**config.mk**
```make
export PLATFORM = sky130hd
export DESIGN_NAME = sq_root_carry_adder
export DESIGN_NICKNAME = d
export VERILOG_FILES = /design/src/rtl/sq_root_carry_adder_pkg.sv /design/src/rtl/sq_root_carry_adder_rca.sv /design/src/rtl/sq_root_carry_adder.sv
export SDC_FILE = /design/constraint.sdc
export NUM_CORES = 1
export LEC_CHECK = 0
export ABC_AREA = 1
export ABC_CLOCK_PERIOD_IN_PS = 5000
export CAP_MARGIN = 0
export CORE_AREA = 3 3 40 42
export CTS_BUF_LIST = sky130_fd_sc_hd__clkbuf_4
export CTS_CLUSTER_DIAMETER = 100
export CTS_CLUSTER_SIZE = 30
export DETAILED_ROUTE_END_ITERATION = 8
export DIE_AREA = 0 0 43 45
export GPL_ROUTABILITY_DRIVEN = 0
export PLACE_DENSITY = 0.7
export SLEW_MARGIN = 20
export SYNTH_ARGS = -nofsm -noshare
export SYNTH_HDL_FRONTEND = slang
export SYNTH_HIERARCHICAL = 1
export SYNTH_SLANG_ARGS = --single-unit
```
**constraint.sdc**
```tcl
create_clock -name clk -period 5 [get_ports clk]
set_clock_uncertainty 0.2 [all_clocks]
set_input_delay 1.5 -clock clk [delete_from_list [all_inputs] [get_ports clk]]
set_output_delay 1.5 -clock clk [all_outputs]
set_load 0.05 [all_outputs]
```
**src/rtl/sq_root_carry_adder_pkg.sv**
```systemverilog
// Shared definitions for the square-root carry-select adder: group-size rule,
// group geometry helpers and reset values.
package sq_root_carry_adder_pkg;

  localparam int FIRST_GROUP_SIZE = 2;
  localparam int MAX_WIDTH        = 16;

  localparam logic RST_SUM_BIT = 1'b0;
  localparam logic RST_C_OUT   = 1'b0;
  localparam logic RST_OVF     = 1'b0;

  // Sizes run 2,2,3,4,5,...: the size grows by one after every group from group 1 on.
  function automatic int group_start(input int width, input int idx);
    int start;
    int size;
    start = 0;
    size  = FIRST_GROUP_SIZE;
    for (int k = 0; k < idx; k++) begin
      start = start + size;
      if (k >= 1) size = size + 1;
    end
    if (start > width) start = width;
    return start;
  endfunction

  function automatic int group_count(input int width);
    int n;
    n = 0;
    for (int k = 0; k <= MAX_WIDTH; k++) begin
      if (group_start(width, k) < width) n = k + 1;
    end
    return n;
  endfunction

endpackage

```
**src/rtl/sq_root_carry_adder_rca.sv**
```systemverilog
// Ripple-carry block used for every group of the carry-select adder.
module rca_block #(
  parameter int W = 2
) (
  input  logic [W-1:0] a,
  input  logic [W-1:0] b,
  input  logic         cin,
  output logic [W-1:0] sum,
  output logic         cout
);

  logic [W:0] w_c;

  assign w_c[0] = cin;

  for (genvar i = 0; i < W; i++) begin : g_fa
    assign sum[i]   = a[i] ^ b[i] ^ w_c[i];
    assign w_c[i+1] = (a[i] & b[i]) | (w_c[i] & (a[i] ^ b[i]));
  end

  assign cout = w_c[W];

endmodule

```
**src/rtl/sq_root_carry_adder.sv**
```systemverilog
// Registered square-root carry-select adder, one result per cycle, 1-cycle latency.
// Optional overflow output enabled by defining SQ_ROOT_CARRY_ADDER_OVF_EN.
module sq_root_carry_adder
  import sq_root_carry_adder_pkg::*;
#(
  parameter int WIDTH = 5
) (
  input  logic             clk,
  input  logic             rst_n,
  input  logic [WIDTH-1:0] a,
  input  logic [WIDTH-1:0] b,
  input  logic             c_in,
  output logic [WIDTH-1:0] sum,
  output logic             c_out
`ifdef SQ_ROOT_CARRY_ADDER_OVF_EN
  ,
  output logic             ovf
`endif
);

  localparam int NG = group_count(WIDTH);

  logic [NG:0]      w_carry;
  logic [WIDTH-1:0] w_sum;
  logic [WIDTH-1:0] r_sum;
  logic             r_c_out;

  assign w_carry[0] = c_in;

  for (genvar g = 0; g < NG; g++) begin : g_grp
    localparam int LO = group_start(WIDTH, g);
    localparam int HI = (g == NG - 1) ? WIDTH - 1 : group_start(WIDTH, g + 1) - 1;
    localparam int SZ = HI - LO + 1;

    if (g == 0) begin : g_first
      rca_block #(.W(SZ)) u_rca (
        .a    (a[HI:LO]),
        .b    (b[HI:LO]),
        .cin  (w_carry[0]),
        .sum  (w_sum[HI:LO]),
        .cout (w_carry[1])
      );
    end else begin : g_sel
      logic [SZ-1:0] w_s0;
      logic [SZ-1:0] w_s1;
      logic          w_c0;
      logic          w_c1;

      rca_block #(.W(SZ)) u_rca0 (
        .a(a[HI:LO]), .b(b[HI:LO]), .cin(1'b0), .sum(w_s0), .cout(w_c0)
      );
      rca_block #(.W(SZ)) u_rca1 (
        .a(a[HI:LO]), .b(b[HI:LO]), .cin(1'b1), .sum(w_s1), .cout(w_c1)
      );

      // Previous group's carry picks which precomputed result is real.
      assign w_sum[HI:LO] = w_carry[g] ? w_s1 : w_s0;
      assign w_carry[g+1] = w_carry[g] ? w_c1 : w_c0;
    end
  end

  always_ff @(posedge clk) begin
    if (!rst_n) begin
      r_sum   <= {WIDTH{RST_SUM_BIT}};
      r_c_out <= RST_C_OUT;
    end else begin
      r_sum   <= w_sum;
      r_c_out <= w_carry[NG];
    end
  end

  assign sum   = r_sum;
  assign c_out = r_c_out;

`ifdef SQ_ROOT_CARRY_ADDER_OVF_EN
  logic w_c_into_msb;
  logic r_ovf;

  // Carry into the MSB is recovered from the MSB sum bit itself.
  assign w_c_into_msb = a[WIDTH-1] ^ b[WIDTH-1] ^ w_sum[WIDTH-1];

  always_ff @(posedge clk) begin
    if (!rst_n) r_ovf <= RST_OVF;
    else        r_ovf <= w_c_into_msb ^ w_carry[NG];
  end

  assign ovf = r_ovf;
`endif

endmodule

```
---- After elaboration in Yosys (flattened, before gate mapping) ----
Index checks and enable logic that the tools add are counted.
storage, ports and cells
  register bits after elaboration ......... 6
  input bits .............................. 13
  output and inout bits ................... 6
  logic and storage cells ................. 32
operators by class
  muxes and demuxes ....................... 4
  bitwise operators ....................... 26
operators with widths
  cell               count
  1-bit AND          9
  1-bit XOR          9
  1-bit OR           6
  1-bit two-way mux  3
  2-bit two-way mux  1
  1-bit NOT          2

---- Depth between registers and ports, before layout ----
Gate-level depths: netlist of the first run.
  depth in word-level cells ............... 7
  gate-level depth with buffers ........... 9
  gate-level depth less buffers ........... 9

---- Hierarchy ----
The synthesis of the first run kept the hierarchy.
modules (own cells, without submodules)
  module                                  times used  cells an instance  area an instance (µm²)  sequential area each (µm²)
  sq_root_carry_adder                     1           35                 235.2                   120.1
  rca_block (g_grp[0].g_first.u_rca ...)  3           10                 70.1                    0.0
  rca_block (g_grp[2].g_sel.u_rca0 ...)   2           1                  20.0                    0.0

---- Least setup slack after synthesis of the first run ----
Ideal clock, no wire load.
  path kind ............................... input-to-reg
  start ................................... input a[0]
  end ..................................... register r_sum[4] (netlist: sum[4])
  library setup time ...................... 0.113 ns
  data arrival time ....................... 2.709 ns
  data required time ...................... 4.687 ns
  path slack .............................. 1.979 ns
  stages .................................. 9
  cells stage by stage .................... inv_1 fa_1 fa_1 inv_1 inv_1 nand2_1 nand3_1 nand2_1 nor2_1
between the ends
  longest elaborated chain between the ends .. 7
RTL lines
  what                   RTL line                       text
  from (decl)            sq_root_carry_adder.sv:10      input logic [WIDTH-1:0] a,
  1-bit XOR              sq_root_carry_adder_rca.sv:18  assign w_c[i+1] = (a[i] & b[i]) | (w_c[i] & (a[i] ^ b[i]));
  1-bit AND              sq_root_carry_adder_rca.sv:18
  1-bit OR (*)           sq_root_carry_adder_rca.sv:18
  1-bit AND (*)          sq_root_carry_adder_rca.sv:18
  1-bit OR (*)           sq_root_carry_adder_rca.sv:18
  net w_carry[1]         sq_root_carry_adder.sv:23      logic [NG:0] w_carry;
  1-bit two-way mux (*)  sq_root_carry_adder.sv:58      assign w_carry[g+1] = w_carry[g] ? w_c1 : w_c0;
  1-bit two-way mux (*)  sq_root_carry_adder.sv:57      assign w_sum[HI:LO] = w_carry[g] ? w_s1 : w_s0;
  to (signal assigned)   sq_root_carry_adder.sv:64      r_sum <= {WIDTH{RST_SUM_BIT}};
  to (signal assigned)   sq_root_carry_adder.sv:67      r_sum <= w_sum;
  to (decl)              sq_root_carry_adder.sv:25      logic [WIDTH-1:0] r_sum;
Mark *: on every way through the listed nets, which the timed path passes. The rest lies on a longest branch.
A chain may end at the register's enable or synchronous reset.

---- Worst setup path in the final report of the first run ----
  start ................................... input a[0]
  end ..................................... register r_c_out (netlist: c_out)
between the ends
  longest elaborated chain between the ends .. 7
RTL lines
  what                                 RTL line                       text
  1-bit XOR                            sq_root_carry_adder_rca.sv:18
  1-bit AND                            sq_root_carry_adder_rca.sv:18
  1-bit OR (*)                         sq_root_carry_adder_rca.sv:18
  1-bit AND (*)                        sq_root_carry_adder_rca.sv:18
  1-bit OR (*)                         sq_root_carry_adder_rca.sv:18
  net w_carry[1]                       sq_root_carry_adder.sv:23
  1-bit two-way mux (*) (2 in series)  sq_root_carry_adder.sv:58
  to (signal assigned)                 sq_root_carry_adder.sv:68      r_c_out <= w_carry[NG];
  to (decl)                            sq_root_carry_adder.sv:26      logic r_c_out;
Marks and branches as above.

==> results of run 1 <==
==> layer usage <==
metal  global-route usage, %  vias up
li1                        -      217
met1                    13.0      172
met2                    16.8        6
met3                    2.39        0
met4                    9.04        0
met5                       0        -
==> sequential cells by signal (all words and copies together), names as in the netlist <==
name / flops
sum: 5
c_out: 1
==> path summary, 6_finish.rpt <==
check  startpoint     end  slack [ns]  cells after the start
max          a[0]   c_out        1.66                     10
min         rst_n  sum[0]        1.71                      3
==> worst min-delay path: cells and delay by family <==
kind,cells,cell delay [ns]
buffers and inverters,2,0.51
AND/OR/NAND/NOR,1,0.09
==> layout by cell type (no fill, tap or decap) <==
master / synthesis / routed
nand3_1: 2 / 2
nor2_1: 8 / 8
nand2_1: 7 / 7
clkbuf_4: 0 / 3
o21ai_0: 2 / 2
inv_1: 31 / 31
fa_1: 8 / 8
conb_1: 2 / 4
dfxtp_1: 6 / 6
o21ai_1: 1 / 1
clkdlybuf4s50_1: 0 / 18
==> per-stage QoR <==
stage               instance area [um2]  power, mW
floorplan                           493      0.104
global placement                    692      0.129
finish                              714      0.171
global route                        714      0.187
detailed placement                  692      0.131
CTS                                 714      0.175
==> logic make-up after synthesis <==
group,count (synthesis),share of synthesized area [%]
buf+inv,31,24.0
simple gates,17,13.7
fa+ha+maj,8,33.0
flops,6,24.7
compound gates,3,3.09
other cells,2,1.55
==> power groups by stage <==
stage               Combinational (mW)  Clock [mW]  Sequential [mW]
global route                    0.0835      0.0473           0.0562
finish                          0.0737      0.0423           0.0555
CTS                             0.0750      0.0446           0.0556
global placement                0.0734           0           0.0560
detailed placement              0.0747           0           0.0564
floorplan                       0.0261           0           0.0775
==> final cells by class <==
type / count / share of cell area [%]
Sequential cell: 6 / 16.8
Clock buffer: 3 / 3.15
Tap cell: 15 / 2.63
Inverter: 31 / 16.3
Multi-Input combinational cell: 32 / 35.9
Timing Repair Buffer: 18 / 25.2
==> impl_metrics.tcl, run 1 <==
set metrics [dict create \
    status "finished clean" \
    power_frac_seq_pct 32.3 \
    cts_buffers 3 \
    whs_ns 1.71 \
    slew_violations 0 \
    ys_warn_count 6 \
    cts-root-buf "clkbuf_4" \
    leakagePower_nw 0.416 \
    grt_pass1_vias 400 \
    post-cts-setup-buffers 0 \
    ys.flop_type "dfxtp_1" \
    hold_viol 0 \
    die_w_um 43 \
    wl_met1_um 301 \
    fin_nets 113 \
    cp_data_arrival_time_ns 3.27 \
    drive_gt1_share_pct 3.33 \
    min_period_ns 3.34 \
    final_util_pct 55.6 \
    final-seq-area_um2 120 \
    grt_max_degree 7 \
    multi_input_area_um2 256 \
    wl_per_cell_um 7.12 \
    grt_pass1_wl_um 1540 \
    synth_seq_area_share_pct 24.7 \
    fp.dieH_um 45 \
    grtUsageTotal_pct 10.9 \
    critical_path_peak_fanout 6 \
    vias_per_cell 3.76 \
    ys_top_cells_by_area "fa_1, dfxtp_1, inv_1" \
    critPathKind "input port to register" \
    ant_nets 0 \
    synth_top_area_cell "fa_1" \
    start_kind "input port" \
    tns_ns 0 \
    dp_slack_ns 1.40 \
    slowest_delay_ns 0.45 \
    num_vias 395 \
    cp-end-kind "register" \
    ys_top_cells_by_count "inv_1, fa_1, nor2_1" \
    dr.max_layer_used "met3" \
    clockPowerShare_pct 24.7 \
    maxCapViolCount 0 \
    powerDensity_nw_per_um2 240 \
    first_pass_iters 2 \
    post-route-period-util_pct 66.7 \
    synth-edff-count 0 \
    dieArea_um2 1940 \
    p_switching_uw 60.4 \
    synth_cell_types 9 \
    area_growth_pct 47.2 \
    route.detailed.drc 0 \
    swShare_pct 35.2 \
    worst_path_most_repeated_cell "inv_1" \
    hpwl_um 716 \
    synthArstFlopShare_pct 0 \
    drtIter0Drc 2 \
    netlist_area_um2 485 \
    maxSlewHeadroom_pct 66.5 \
    initial_core_util_pct 37.8 \
    final.fill_count 130 \
    fp-row-count 13 \
    rsz0062_at_grt "false" \
    synthCells 67 \
    antenna_found_initial 0 \
    grt-ovfl-total 0 \
    cts_tree "built" \
    dp.cells 102 \
    peakVddDrop_mv 0.0733 \
    worst_path_max_delay_cell "clkdlybuf4s50_1" \
    fmax_mhz 300 \
    critical-path-top-delay-family "adder cells" \
    core_area_um2 1280 \
    clockBufferDepth 2 \
    cts.repair.resized 0 \
    num_io_pins 19 \
    cts_max_level 1 \
    p_int_uw 111 \
    clk_pin_slew_worst_paths_ns 0.04 \
    cp.required_ns 4.93 \
    synth_most_common_cell "inv_1" \
    path_buf_inv 4 \
    cts_hold_buf 0 \
    power_frac_comb_pct 43.0 \
    crit_chain "clkdlybuf4s50_1, inv_1, fa_1, fa_1, inv_1, inv_1, nand2_1, nand3_1, nand2_1, nor2_1" \
    tightest_slew_ns 0.501 \
    finalWirelength_um 748 \
    setup_viol 0 \
    port-buffer-count 18 \
    wl_met3_um 24 \
    n_antenna_cell 0 \
    met2WireLength_um 422 \
    synth-seq-cells 6 \
    clock-sinks 6 \
    stdcell_count 105 \
    setup_ws_ns 1.66 \
    hold_class "input port to register" \
    avgSynthCellArea_um2 7.25 \
    synth_top_area_share_pct 33.0 \
]
Power figures use the tool's default switching activity.
==> inputs of run 2 (changes only) <==
--- a/config.mk
+++ b/config.mk
@@ -6,7 +6,7 @@
 export NUM_CORES = 1
 export LEC_CHECK = 0
 export ABC_AREA = 1
-export ABC_CLOCK_PERIOD_IN_PS = 5000
+export ABC_CLOCK_PERIOD_IN_PS = 3150
 export CAP_MARGIN = 0
 export CORE_AREA = 3 3 40 42
 export CTS_BUF_LIST = sky130_fd_sc_hd__clkbuf_4
==> constraint.sdc (replaced) <==
create_clock -name clk -period 3.15 [get_ports clk]
set_clock_uncertainty 0.2 [all_clocks]
set_input_delay 0.945 -clock clk [delete_from_list [all_inputs] [get_ports clk]]
set_output_delay 0.945 -clock clk [all_outputs]
set_load 0.05 [all_outputs]
==> run 2 against run 1 <==
  * Routed wire length rose by 16%
  * Sequential power rose by 59%
  * Clock power rose by 60%
  * Via count is 0.25% lower
  * Critical path type unchanged
  * Global-route usage is 0.43 points higher
  * Combinational power increased by 61%
  * Hold slack worse by 0.54 ns
  * First-iteration DRC count increased to 3.0 times the previous value
==> impl_metrics.tcl, run 2 (synthesized netlist as in run 1, its figures left out) <==
set metrics [dict create \
    cp_data_arrival_time_ns 2.72 \
    grtUsageMet2_pct 19.8 \
    post-route-period-util_pct 88.4 \
    post-cts-setup-buffers 0 \
    min_period_ns 2.79 \
    slew_violations 0 \
    initial_core_util_pct 37.8 \
    status "finished clean" \
    cts.repair.resized 0 \
    powerDensity_nw_per_um2 384 \
    port-buffer-count 18 \
    grt_max_degree 7 \
    fp.dieH_um 45 \
    maxCapViolCount 0 \
    maxSlewHeadroom_pct 66.4 \
    n_antenna_cell 0 \
    num_io_pins 19 \
    slowest_delay_ns 0.45 \
    grt_pass1_vias 400 \
    drive_gt1_share_pct 3.33 \
    hpwl_um 807 \
    core_area_um2 1280 \
    endpoint "c_out" \
    clock-sinks 6 \
    worst_path_max_delay_cell "clkdlybuf4s50_1" \
    vias_per_cell 3.75 \
    fin_nets 113 \
    critical_path_peak_fanout 6 \
    cp.required_ns 3.08 \
    worst_path_most_repeated_cell "inv_1" \
    drtIter0Drc 6 \
    cts_hold_buf 0 \
    fp-row-count 13 \
    finalPower_uw 274 \
    layout_commonest_cell "inv_1" \
    rsz0062_at_grt "false" \
    grt-ovfl-total 0 \
    dieArea_um2 1940 \
    cts_buffers 3 \
    final-seq-area_um2 120 \
    tns_ns 0 \
    num_vias 394 \
    grt_util_met3_pct 1.20 \
    route.detailed.drc 0 \
    hold_class "input port to register" \
    use_met1_pct 11.8 \
    layout_common_cells "inv_1, clkdlybuf4s50_1, nor2_1, fa_1, nand2_1" \
    ant_nets 0 \
    area_growth_pct 47.2 \
    cp-end-kind "register" \
    gr-max-usage-layer "met2" \
    antenna_found_initial 0 \
    crit_chain "clkdlybuf4s50_1, inv_1, fa_1, fa_1, inv_1, inv_1, nand2_1, nand3_1, nand2_1, nor2_1" \
    leakagePower_nw 0.416 \
    grt_pass1_wl_um 1520 \
    cts_tree "built" \
    clk_pin_slew_worst_paths_ns 0.04 \
    finalWirelength_um 868 \
    start_kind "input port" \
    first_pass_iters 4 \
    multi_input_area_um2 256 \
    grtUsageTotal_pct 11.3 \
    setup_viol 0 \
    clockBufferDepth 2 \
    hold_viol 0 \
    crit_start "a[0]" \
    die_w_um 43 \
    final_util_pct 55.6 \
    peakVddDrop_mv 0.104 \
    critPathKind "input port to register" \
    tightest_slew_ns 0.502 \
    final.fill_count 120 \
    wl_per_cell_um 8.27 \
    cts_max_level 1 \
    largest_reg_flops 5 \
    cts-root-buf "clkbuf_4" \
    fmax_mhz 359 \
]
==> run 2: worst min-delay path by stage <==
stage / endpoint / cells past startpoint / slack (ns) / start
after floorplan: sum[0] / 2 / 0.84 / rst_n
after global placement: sum[0] / 3 / 1.41 / rst_n
after detailed placement: sum[0] / 3 / 1.42 / rst_n
after CTS: sum[0] / 3 / 1.16 / rst_n
after global routing: c_out / 3 / 1.21 / rst_n
final: sum[0] / 3 / 1.17 / rst_n
==> run 2: metal layers <==
layer  up-vias  routed length [um]
met5         -                   0
met4         0                   0
met3         0                  23
met2         6                 512
met1       173                 333
li1        215                   -
==> run 2: power breakdown <==
| part | internal [mW] | switching, mW | total [mW] | leakage, nW |
|---|---|---|---|---|
| combinational | 0.0477 | 0.0711 | 0.119 | 0.353 |
| clock | 0.0429 | 0.0246 | 0.0675 | 0.0138 |
| sequential | 0.0858 | 0.00227 | 0.0880 | 0.0501 |
==> run 2: layout make-up <==
class / instances / area share (%)
Clock buffer: 3 / 3.15
Inverter: 31 / 16.3
Multi-Input combinational cell: 32 / 35.9
Sequential cell: 6 / 16.8
Tap cell: 15 / 2.63
Timing Repair Buffer: 18 / 25.2
==> run 2: stage by stage <==
stage,cell area (um2),setup slack (ns),std cells,hold WS [ns]
after CTS,714,0.369,105,1.16
after detailed placement,692,0.119,102,1.42
final,714,0.365,105,1.17
after floorplan,493,0.684,69,0.838
after global routing,714,0.275,105,1.21
after global placement,692,0.147,102,1.41
==> run 2: critical path, delay by kind of cell <==
kind	cells	cell delay, ns
AND/OR/NAND/NOR	4	0.26
buffers and inverters	4	0.73
adder cells (fa/ha/maj)	2	0.79
